==> src/rtl/gpu_prim_assembler.sv <==
// Vertex/primitive assembler: groups vertex commands into points, lines,
// triangles or triangle strips and queues finished primitives in a small FIFO.
module gpu_prim_assembler #(
    parameter int unsigned VERTEX_WIDTH = 30,
    parameter int unsigned COLOR_WIDTH  = 16,
    parameter int unsigned DEPTH        = 4,
    parameter int unsigned CNT_WIDTH    = $clog2(DEPTH + 1)
) (
    input  logic                    I_CLOCK,
    input  logic                    I_RESET,
    input  logic                    I_Valid,
    input  logic [2:0]              I_Cmd,
    input  logic [1:0]              I_Mode,
    input  logic [VERTEX_WIDTH-1:0] I_Vertex,
    input  logic [COLOR_WIDTH-1:0]  I_Color,
    output logic                    O_Ready,
    output logic                    O_PrimValid,
    input  logic                    I_PrimReady,
    output logic [1:0]              O_PrimMode,
    output logic [VERTEX_WIDTH-1:0] O_PrimV1,
    output logic [VERTEX_WIDTH-1:0] O_PrimV2,
    output logic [VERTEX_WIDTH-1:0] O_PrimV3,
    output logic [COLOR_WIDTH-1:0]  O_PrimColor,
    output logic [CNT_WIDTH-1:0]    O_Count,
    output logic [2:0]              O_Error
);

    localparam int unsigned PTR_WIDTH   = (DEPTH > 1) ? $clog2(DEPTH) : 1;
    localparam int unsigned ENTRY_WIDTH = 2 + 3 * VERTEX_WIDTH + COLOR_WIDTH;
    localparam logic [PTR_WIDTH-1:0] PTR_LAST = PTR_WIDTH'(DEPTH - 1);

    localparam logic [2:0] CMD_BEGIN    = 3'd1;
    localparam logic [2:0] CMD_VERTEX   = 3'd2;
    localparam logic [2:0] CMD_END      = 3'd3;
    localparam logic [2:0] CMD_SETCOLOR = 3'd4;

    localparam logic [1:0] MODE_POINT = 2'd0;
    localparam logic [1:0] MODE_LINE  = 2'd1;
    localparam logic [1:0] MODE_STRIP = 2'd3;

    typedef enum logic {StIdle, StCollect} state_e;

    state_e                  r_state, w_state_nxt;
    logic [1:0]              r_mode, w_mode_nxt;
    logic [1:0]              r_idx, w_idx_nxt, w_idx_inc, w_need;
    logic [VERTEX_WIDTH-1:0] r_s1, r_s2, r_s3, w_s1_nxt, w_s2_nxt, w_s3_nxt;
    logic [VERTEX_WIDTH-1:0] w_push_v1, w_push_v2, w_push_v3;
    logic [COLOR_WIDTH-1:0]  r_color, w_color_nxt;
    logic [2:0]              r_error, w_error_nxt;
    logic                    w_accept, w_push, w_pop;
    logic [ENTRY_WIDTH-1:0]  w_push_entry, w_head;

    logic [ENTRY_WIDTH-1:0]  r_mem [DEPTH];
    logic [PTR_WIDTH-1:0]    r_wptr, r_rptr;
    logic [CNT_WIDTH-1:0]    r_count;

    // Ready looks only at the registered count; a same-cycle pop is ignored.
    assign O_Ready     = (r_count < CNT_WIDTH'(DEPTH));
    assign O_PrimValid = (r_count != '0);
    assign O_Count     = r_count;
    assign O_Error     = r_error;
    assign w_accept    = I_Valid & O_Ready;
    assign w_pop       = O_PrimValid & I_PrimReady;

    assign w_need       = (r_mode == MODE_POINT) ? 2'd1 : (r_mode == MODE_LINE) ? 2'd2 : 2'd3;
    assign w_idx_inc    = r_idx + 2'd1;
    assign w_push_entry = {r_mode, w_push_v1, w_push_v2, w_push_v3, r_color};

    assign w_head      = r_mem[r_rptr];
    assign O_PrimMode  = w_head[ENTRY_WIDTH-2 +: 2];
    assign O_PrimV1    = w_head[COLOR_WIDTH+2*VERTEX_WIDTH +: VERTEX_WIDTH];
    assign O_PrimV2    = w_head[COLOR_WIDTH+VERTEX_WIDTH +: VERTEX_WIDTH];
    assign O_PrimV3    = w_head[COLOR_WIDTH +: VERTEX_WIDTH];
    assign O_PrimColor = w_head[COLOR_WIDTH-1:0];

    // Command decode: next state, staging updates, error flags and push request.
    always_comb begin
        w_state_nxt = r_state;
        w_mode_nxt  = r_mode;
        w_idx_nxt   = r_idx;
        w_s1_nxt    = r_s1;
        w_s2_nxt    = r_s2;
        w_s3_nxt    = r_s3;
        w_color_nxt = r_color;
        w_error_nxt = r_error;
        w_push      = 1'b0;
        w_push_v1   = '0;
        w_push_v2   = '0;
        w_push_v3   = '0;
        if (w_accept) begin
            case (I_Cmd)
                CMD_BEGIN: begin
                    if (r_state == StCollect) w_error_nxt[1] = 1'b1;
                    w_mode_nxt  = I_Mode;
                    w_idx_nxt   = 2'd0;
                    w_state_nxt = StCollect;
                end
                CMD_VERTEX: begin
                    if (r_state == StIdle) begin
                        w_error_nxt[0] = 1'b1;
                    end else if (r_mode == MODE_STRIP && r_idx == 2'd3) begin
                        // Strip steady state: slide the window and emit every vertex.
                        w_s1_nxt  = r_s2;
                        w_s2_nxt  = r_s3;
                        w_s3_nxt  = I_Vertex;
                        w_push    = 1'b1;
                        w_push_v1 = r_s2;
                        w_push_v2 = r_s3;
                        w_push_v3 = I_Vertex;
                    end else begin
                        case (r_idx)
                            2'd0:    w_s1_nxt = I_Vertex;
                            2'd1:    w_s2_nxt = I_Vertex;
                            default: w_s3_nxt = I_Vertex;
                        endcase
                        if (w_idx_inc == w_need) begin
                            w_push    = 1'b1;
                            w_idx_nxt = (r_mode == MODE_STRIP) ? 2'd3 : 2'd0;
                            case (w_need)
                                2'd1: w_push_v1 = I_Vertex;
                                2'd2: begin
                                    w_push_v1 = r_s1;
                                    w_push_v2 = I_Vertex;
                                end
                                default: begin
                                    w_push_v1 = r_s1;
                                    w_push_v2 = r_s2;
                                    w_push_v3 = I_Vertex;
                                end
                            endcase
                        end else begin
                            w_idx_nxt = w_idx_inc;
                        end
                    end
                end
                CMD_END: begin
                    if (r_state == StCollect) begin
                        if (r_idx != 2'd0 && r_idx < w_need) w_error_nxt[2] = 1'b1;
                        w_state_nxt = StIdle;
                        w_idx_nxt   = 2'd0;
                    end
                end
                CMD_SETCOLOR: w_color_nxt = I_Color;
                default: ;
            endcase
        end
    end

    // Assembly state registers.
    always_ff @(posedge I_CLOCK or posedge I_RESET) begin
        if (I_RESET) begin
            r_state <= StIdle;
            r_mode  <= 2'd0;
            r_idx   <= 2'd0;
            r_s1    <= '0;
            r_s2    <= '0;
            r_s3    <= '0;
            r_color <= '0;
            r_error <= 3'd0;
        end else begin
            r_state <= w_state_nxt;
            r_mode  <= w_mode_nxt;
            r_idx   <= w_idx_nxt;
            r_s1    <= w_s1_nxt;
            r_s2    <= w_s2_nxt;
            r_s3    <= w_s3_nxt;
            r_color <= w_color_nxt;
            r_error <= w_error_nxt;
        end
    end

    // Primitive FIFO: circular buffer, push and pop may coincide.
    always_ff @(posedge I_CLOCK or posedge I_RESET) begin
        if (I_RESET) begin
            for (int i = 0; i < int'(DEPTH); i++) r_mem[i] <= '0;
            r_wptr  <= '0;
            r_rptr  <= '0;
            r_count <= '0;
        end else begin
            if (w_push) begin
                r_mem[r_wptr] <= w_push_entry;
                r_wptr        <= (r_wptr == PTR_LAST) ? '0 : r_wptr + PTR_WIDTH'(1);
            end
            if (w_pop) r_rptr <= (r_rptr == PTR_LAST) ? '0 : r_rptr + PTR_WIDTH'(1);
            case ({w_push, w_pop})
                2'b10:   r_count <= r_count + CNT_WIDTH'(1);
                2'b01:   r_count <= r_count - CNT_WIDTH'(1);
                default: r_count <= r_count;
            endcase
        end
    end

endmodule
==> config.mk <==
export PLATFORM = sky130hd
export DESIGN_NAME = gpu_prim_assembler
export DESIGN_NICKNAME = d
export VERILOG_FILES = /design/src/rtl/gpu_prim_assembler.sv
export SDC_FILE = /design/constraint.sdc
export NUM_CORES = 1
export LEC_CHECK = 0
export BUFFER_PORTS_ARGS = -buffer_cell sky130_fd_sc_hd__buf_4
export CORE_MARGIN = 8
export CORE_UTILIZATION = 38
export DETAILED_ROUTE_END_ITERATION = 12
export PLACE_DENSITY = 0.56
export SETUP_SLACK_MARGIN = 0.05
export SYNTH_ARGS = -nofsm -noshare
export SYNTH_HDL_FRONTEND = slang
export SYNTH_SLANG_ARGS = --single-unit
==> constraint.sdc <==
create_clock -name I_CLOCK -period 37 [get_ports I_CLOCK]
set_input_delay 9.25 -clock I_CLOCK [delete_from_list [all_inputs] [get_ports I_CLOCK]]
set_output_delay 9.25 -clock I_CLOCK [all_outputs]
set_load 0.05 [all_outputs]
==> run metrics, run 1 <==
WS Path Type=reg -> out; count of cell types in the netlist=46; Hold WS=0.468 ns; largest net degree at the start of global routing=159; crit share post-route=0.348; crit start category=flip-flop; Worst VDD drop=0.0000515 V; initial antenna violation count=6; Syn-to-layout area delta=16.0%; final setup fails=0; # hold bufs at CTS=0; Slew @ Worst Pin=1.13 ns; RePlAce Congestion=0.724; width of the die=277 um; status=completed; number of flops mapped to enable cells by yosys=0; pre-CTS setup slack=24.42 ns; CTS Sinks=553; CTS Buffer Depth=3; post-synth top area cell=dfrtp_1; GRT Util Overall=0.183; Setup WS post-layout=24.12 ns; ratio of cells with drive above 1 in the final layout=0.387; syn_area_per_cell=14.1 um2; residual DRC count=0; pins over their slew limit=0; first-pass GRT wire length=108000 um; root buffer cell=clkbuf_16; DRT iter0 DRCs=1071; number of post-CTS setup repair buffers=0; Synth top area share=0.536; most common cell in the netlist=dfrtp_1; Die Y=277 um; Syn Nets=1894; H-tree levels=3; CP arrival=3.63 ns; cell count of the worst reg-to-reg path=7; fmax=77.6 MHz; CTS tree=done; Cell Rows=95; max_cap viols=0; vias in the first global route=16820; fillers=6028; Post-synth top cells=dfrtp_1, mux2_2, mux2i_1; Req. time, crit path=27.75 ns; via density per instance=5.40; Main synth FF type=dfrtp_1; hold depth=1; Starting Density=0.384; Cells after Synth=1827; worst skew pair latency=0.61 ns; minimum clock period=12.88 ns; IO Count=171; Nets=2032; P_leak=14.1 nW; Seq/Total Area, Yosys=0.536; worst hold path type=reg -> reg; die area=76500 um2; final instance area=29900 um2; headroom to the max-slew limit=0.242; Clk pin slew, worst setup/hold paths=0.06 ns; number of antenna-violating nets in the routed design=0; post-DP HPWL=42900 um; mapped cell area=25800 um2; FF+latch count, synth=553; total gr overflow=0; RSZ-0062 raised after global routing=no; Post-Route WL=70000 um; Via Count=15596; Hold Vio Cnt, Final=0; Syn. warnings=0; post-route setup TNS=0 ns; crit-path max FO=55; critical path endpoint category=primary output; area post-placement=27800 um2; Buffers on Ports=170; skew final=0.0284 ns; overall power=1.87 mW; post-CTS resize count=0; TritonCTS Buffers=66; power density cells=62.6 nW/um2; core area=67200 um2; largest cells by area after synthesis=dfrtp_1, mux2_2, mux4_2, mux2i_1, inv_1; drt wl/cell=24.2 um; Async S/R FF share, synth=1.00; 1st-pass router iterations=5
-- critical path: stages, from the launching register on --
cell	delay (ns)
dfrtp_4	0.40
buf_4	0.80
buf_4	0.91
mux4_2	0.67
buf_4	0.22
-- final timing paths --
kind	to	from	slack, ns
max	O_PrimV3[1]	r_rptr[1]	24.12
min	O_Error[1]	O_Error[1]	0.47
max reg2reg	r_mem[287]	r_mode[1]	32.46
min reg2reg	O_Error[1]	O_Error[1]	0.47
max in group asynchronous	r_mem[189]	I_RESET	25.73
min in group asynchronous	r_color[3]	I_RESET	8.80
-- layout make-up --
cell class                 instances  area, um2  area share
sequential                       553      13800       0.463
antenna                            2       5.00    0.000167
multi-input combinational       1005      10800       0.360
clock buffer                      95       1890      0.0633
tap                              873       1090      0.0365
clock inverter                    23        241     0.00807
inverter                         143        544      0.0182
timing repair buffer             196       1530      0.0513
-- sequential cells by signal, indices dropped and copies added (netlist names) --
| register | cells |
|---|---|
| r_mem | 432 |
| O_Count | 3 |
| r_rptr | 2 |
| r_idx | 2 |
| O_Error | 3 |
| r_s2 | 30 |
| r_color | 16 |
| r_state | 1 |
| r_s1 | 30 |
| r_mode | 2 |
| r_wptr | 2 |
| r_s3 | 30 |
-- cells in the final DEF, fill, tap and decap left out, types with 7 or more instances in the layout --
| cell | n |
|---|---|
| and2_1 | 24 |
| mux2i_1 | 168 |
| o21ai_0 | 70 |
| a22oi_1 | 30 |
| a22o_1 | 54 |
| buf_4 | 191 |
| mux2_1 | 40 |
| clkinv_2 | 12 |
| nor2_1 | 17 |
| clkbuf_16 | 68 |
| mux2_2 | 353 |
| nand3_1 | 7 |
| ha_1 | 11 |
| a21oi_1 | 14 |
| mux4_2 | 108 |
| clkbuf_1 | 18 |
| dfrtp_1 | 549 |
| inv_1 | 142 |
| nand2_1 | 65 |
| clkbuf_8 | 9 |
-- power by group --
group / internal, mW / total [mW] / switching (mW)
Sequential: 0.665 / 0.712 / 0.0467
Clock: 0.379 / 0.639 / 0.260
Combinational: 0.189 / 0.523 / 0.334
Total: 1.23 / 1.87 / 0.640
-- per-stage QoR --
stage               utilization  instances
floorplan                     -       1827
CTS                       0.446       2888
global placement          0.414       2770
global route              0.446       2889
detailed placement        0.414       2770
finish                    0.446       2890
-- cells by family (layout without fill, tap and decap cells) --
kind of cell / Yosys count / in the layout / synth area share
muxes: 669 / 669 / 0.331
adders and majority gates: 12 / 12 / 0.00611
AOI/OAI and AO/OA: 188 / 188 / 0.0507
other: 0 / 2 / 0
xor gates and xnor gates: 4 / 4 / 0.00136
DFF: 553 / 553 / 0.536
and+or+nand+nor: 132 / 132 / 0.0245
buffers and inverters: 269 / 457 / 0.0500
-- routing by layer --
layer | share of wire | up-vias | global-route usage
li1 | - | 6849 | -
met1 | 0.45 | 8271 | 0.247
met2 | 0.47 | 364 | 0.292
met3 | 0.050 | 112 | 0.0367
met4 | 0.030 | 0 | 0.0636
met5 | 0 | - | 0
Note: power is estimated with default switching activity, not from simulation.
==> run 2, diff against run 1 <==
PLACE_DENSITY = 0.58   (was 0.56)
clock period = 11.8 ns   (was 37 ns; I/O delays follow)
==> run metrics, run 2 (synthesis gave the netlist of run 1 again) <==
status=completed; Via Count=15448; CTS Buffer Depth=3; fmax=163 MHz; Hold WS=0.464 ns; final setup fails=0; Buffers on Ports=170; Critical Path Source=r_rptr[0]; root buffer cell=clkbuf_16; post-DP HPWL=43400 um; minimum clock period=6.13 ns; critical path endpoint category=primary output; crit-path max FO=38; Cell Chain, Critical Path=buf_4 > mux4_2 > buf_4; max reg flops=432; TritonCTS Buffers=67; 1st-pass router iterations=5; via density per instance=5.34; Largest Register=r_mem; Worst VDD drop=0.000164 V; Clk network pwr share=0.352; Power Internal=3.95 mW; sequential cell area=13800 um2; initial antenna violation count=5; RSZ-0062 raised after global routing=no; CP arrival=3.18 ns; Hold Crit Start=O_Error[1]; P_leak=14.2 nW; Switching Fraction=0.335; Crit Reg-Reg Startpoint=r_mode[0]; number of diodes=0; Req. time, crit path=8.85 ns; worst hold path type=reg -> reg; most frequent cells in the layout=dfrtp_1, mux2_2, buf_4; Post-Route WL=67700 um; Starting Density=0.384; fillers=5961; post-route setup TNS=0 ns; crit start category=flip-flop; Nets=2039; worst skew pair latency=0.60 ns; Reg power frac=0.383; CP max-delay cell=dfrtp_4; Syn-to-layout area delta=16.4%; ratio of cells with drive above 1 in the final layout=0.390; power density cells=198 nW/um2; Hold Vio Cnt, Final=0; most common cell after layout, fill and taps aside=dfrtp_1; core area=67200 um2; skew final=0.0245 ns; final core area utilization=0.447; number of post-CTS setup repair buffers=0; critical path's top delay family=buffers and inverters; GRT Util Overall=0.175; WS Path Type=reg -> out; RePlAce Congestion=0.760; Top Layer Used=met5; H-tree levels=3; DR WL met2=32700 um; pins over their slew limit=0; Comb pwr share=0.264; largest net degree at the start of global routing=186; Slew @ Worst Pin=1.12 ns; DRT iter0 DRCs=1017; post-CTS resize count=0; Die Y=277 um; IO Count=171; Clk pin slew, worst setup/hold paths=0.06 ns; first-pass GRT wire length=105000 um; total gr overflow=0; die area=76500 um2; CTS tree=done; met3 WL=2910 um; number of antenna-violating nets in the routed design=0; residual DRC count=0; # hold bufs at CTS=0; max incr delay on CP=0.81 ns; Cell Rows=95; width of the die=277 um; max_cap viols=0; headroom to the max-slew limit=0.252; crit share post-route=0.520; vias in the first global route=16598; CTS Sinks=553; Post-Route M1 WL=30200 um; Psw=1.99 mW; drt wl/cell=23.4 um; multi-input logic area=10800 um2; WP buf/inv=2; cell mode on critical path=buf_4
==> run 2: cell types whose count changed in the layout (fill, tap and decap cells not counted), sizes merged <==
cell and delta:
bufinv +4, diode -2, buf +6, clkinvlp +1
inv +2, clkinv -4, clkbuf -5
==> run 2: stage by stage <==
step / area, um2 / setup WS [ns] / std cells / power (mW)
5_1_grt: 30000 / 5.47 / 2892 / 6.22
4_1_cts: 30000 / 5.51 / 2892 / 6.04
3_5_place_dp: 27800 / 5.76 / 2776 / 3.91
2_1_floorplan: 25800 / 1.32 / 1827 / 3.35
6_report: 30000 / 5.67 / 2892 / 5.95
3_3_place_gp: 27800 / 5.79 / 2776 / 3.88
==> run 2: path summary, 6_finish.rpt <==
| kind | to | cells past startpoint | slack (ns) |
|---|---|---|---|
| hold / removal | O_Error[1] | 1 | 0.46 |
| max in group asynchronous | r_s3[24] | 4 | 7.46 |
| setup / recovery | O_PrimV3[25] | 3 | 5.67 |
| setup reg to reg | r_mem[60] | 9 | 7.73 |
| hold reg to reg | O_Error[1] | 1 | 0.46 |
| min in group asynchronous | r_mem[410] | 3 | 2.62 |
==> run 2: layout make-up <==
cell class | instances | share of cell area
flip-flops and latches | 553 | 0.461
multi-input cells | 1005 | 0.359
clock buffers | 90 | 0.0628
repair buffers | 202 | 0.0513
well taps | 873 | 0.0364
inverters | 143 | 0.0180
clock inverters | 26 | 0.0118
==> run 2: worst reg2reg max path, stage by stage, from the launching register on <==
cell and delay (ns):
dfrtp_2 0.49, buf_4 0.56, nand2_1 0.12, ha_1 0.40, nand3b_1 0.20, a21boi_2 0.26, a211oi_4 0.32, buf_4 0.43
buf_4 0.68, mux2_2 0.48
==> run 2: layer usage <==
metal	GRT usage	vias up
met5	0	-
met4	0.0566	2
met3	0.0314	107
met2	0.285	332
met1	0.236	8173
li1	-	6834
==> run 2: power groups by stage <==
stage | combinational [mW] | sequential, mW | clock, mW
2_1_floorplan | 1.11 | 2.24 | 0
3_3_place_gp | 1.57 | 2.30 | 0
3_5_place_dp | 1.60 | 2.32 | 0
4_1_cts | 1.60 | 2.28 | 2.15
5_1_grt | 1.69 | 2.32 | 2.22
6_report | 1.57 | 2.28 | 2.10
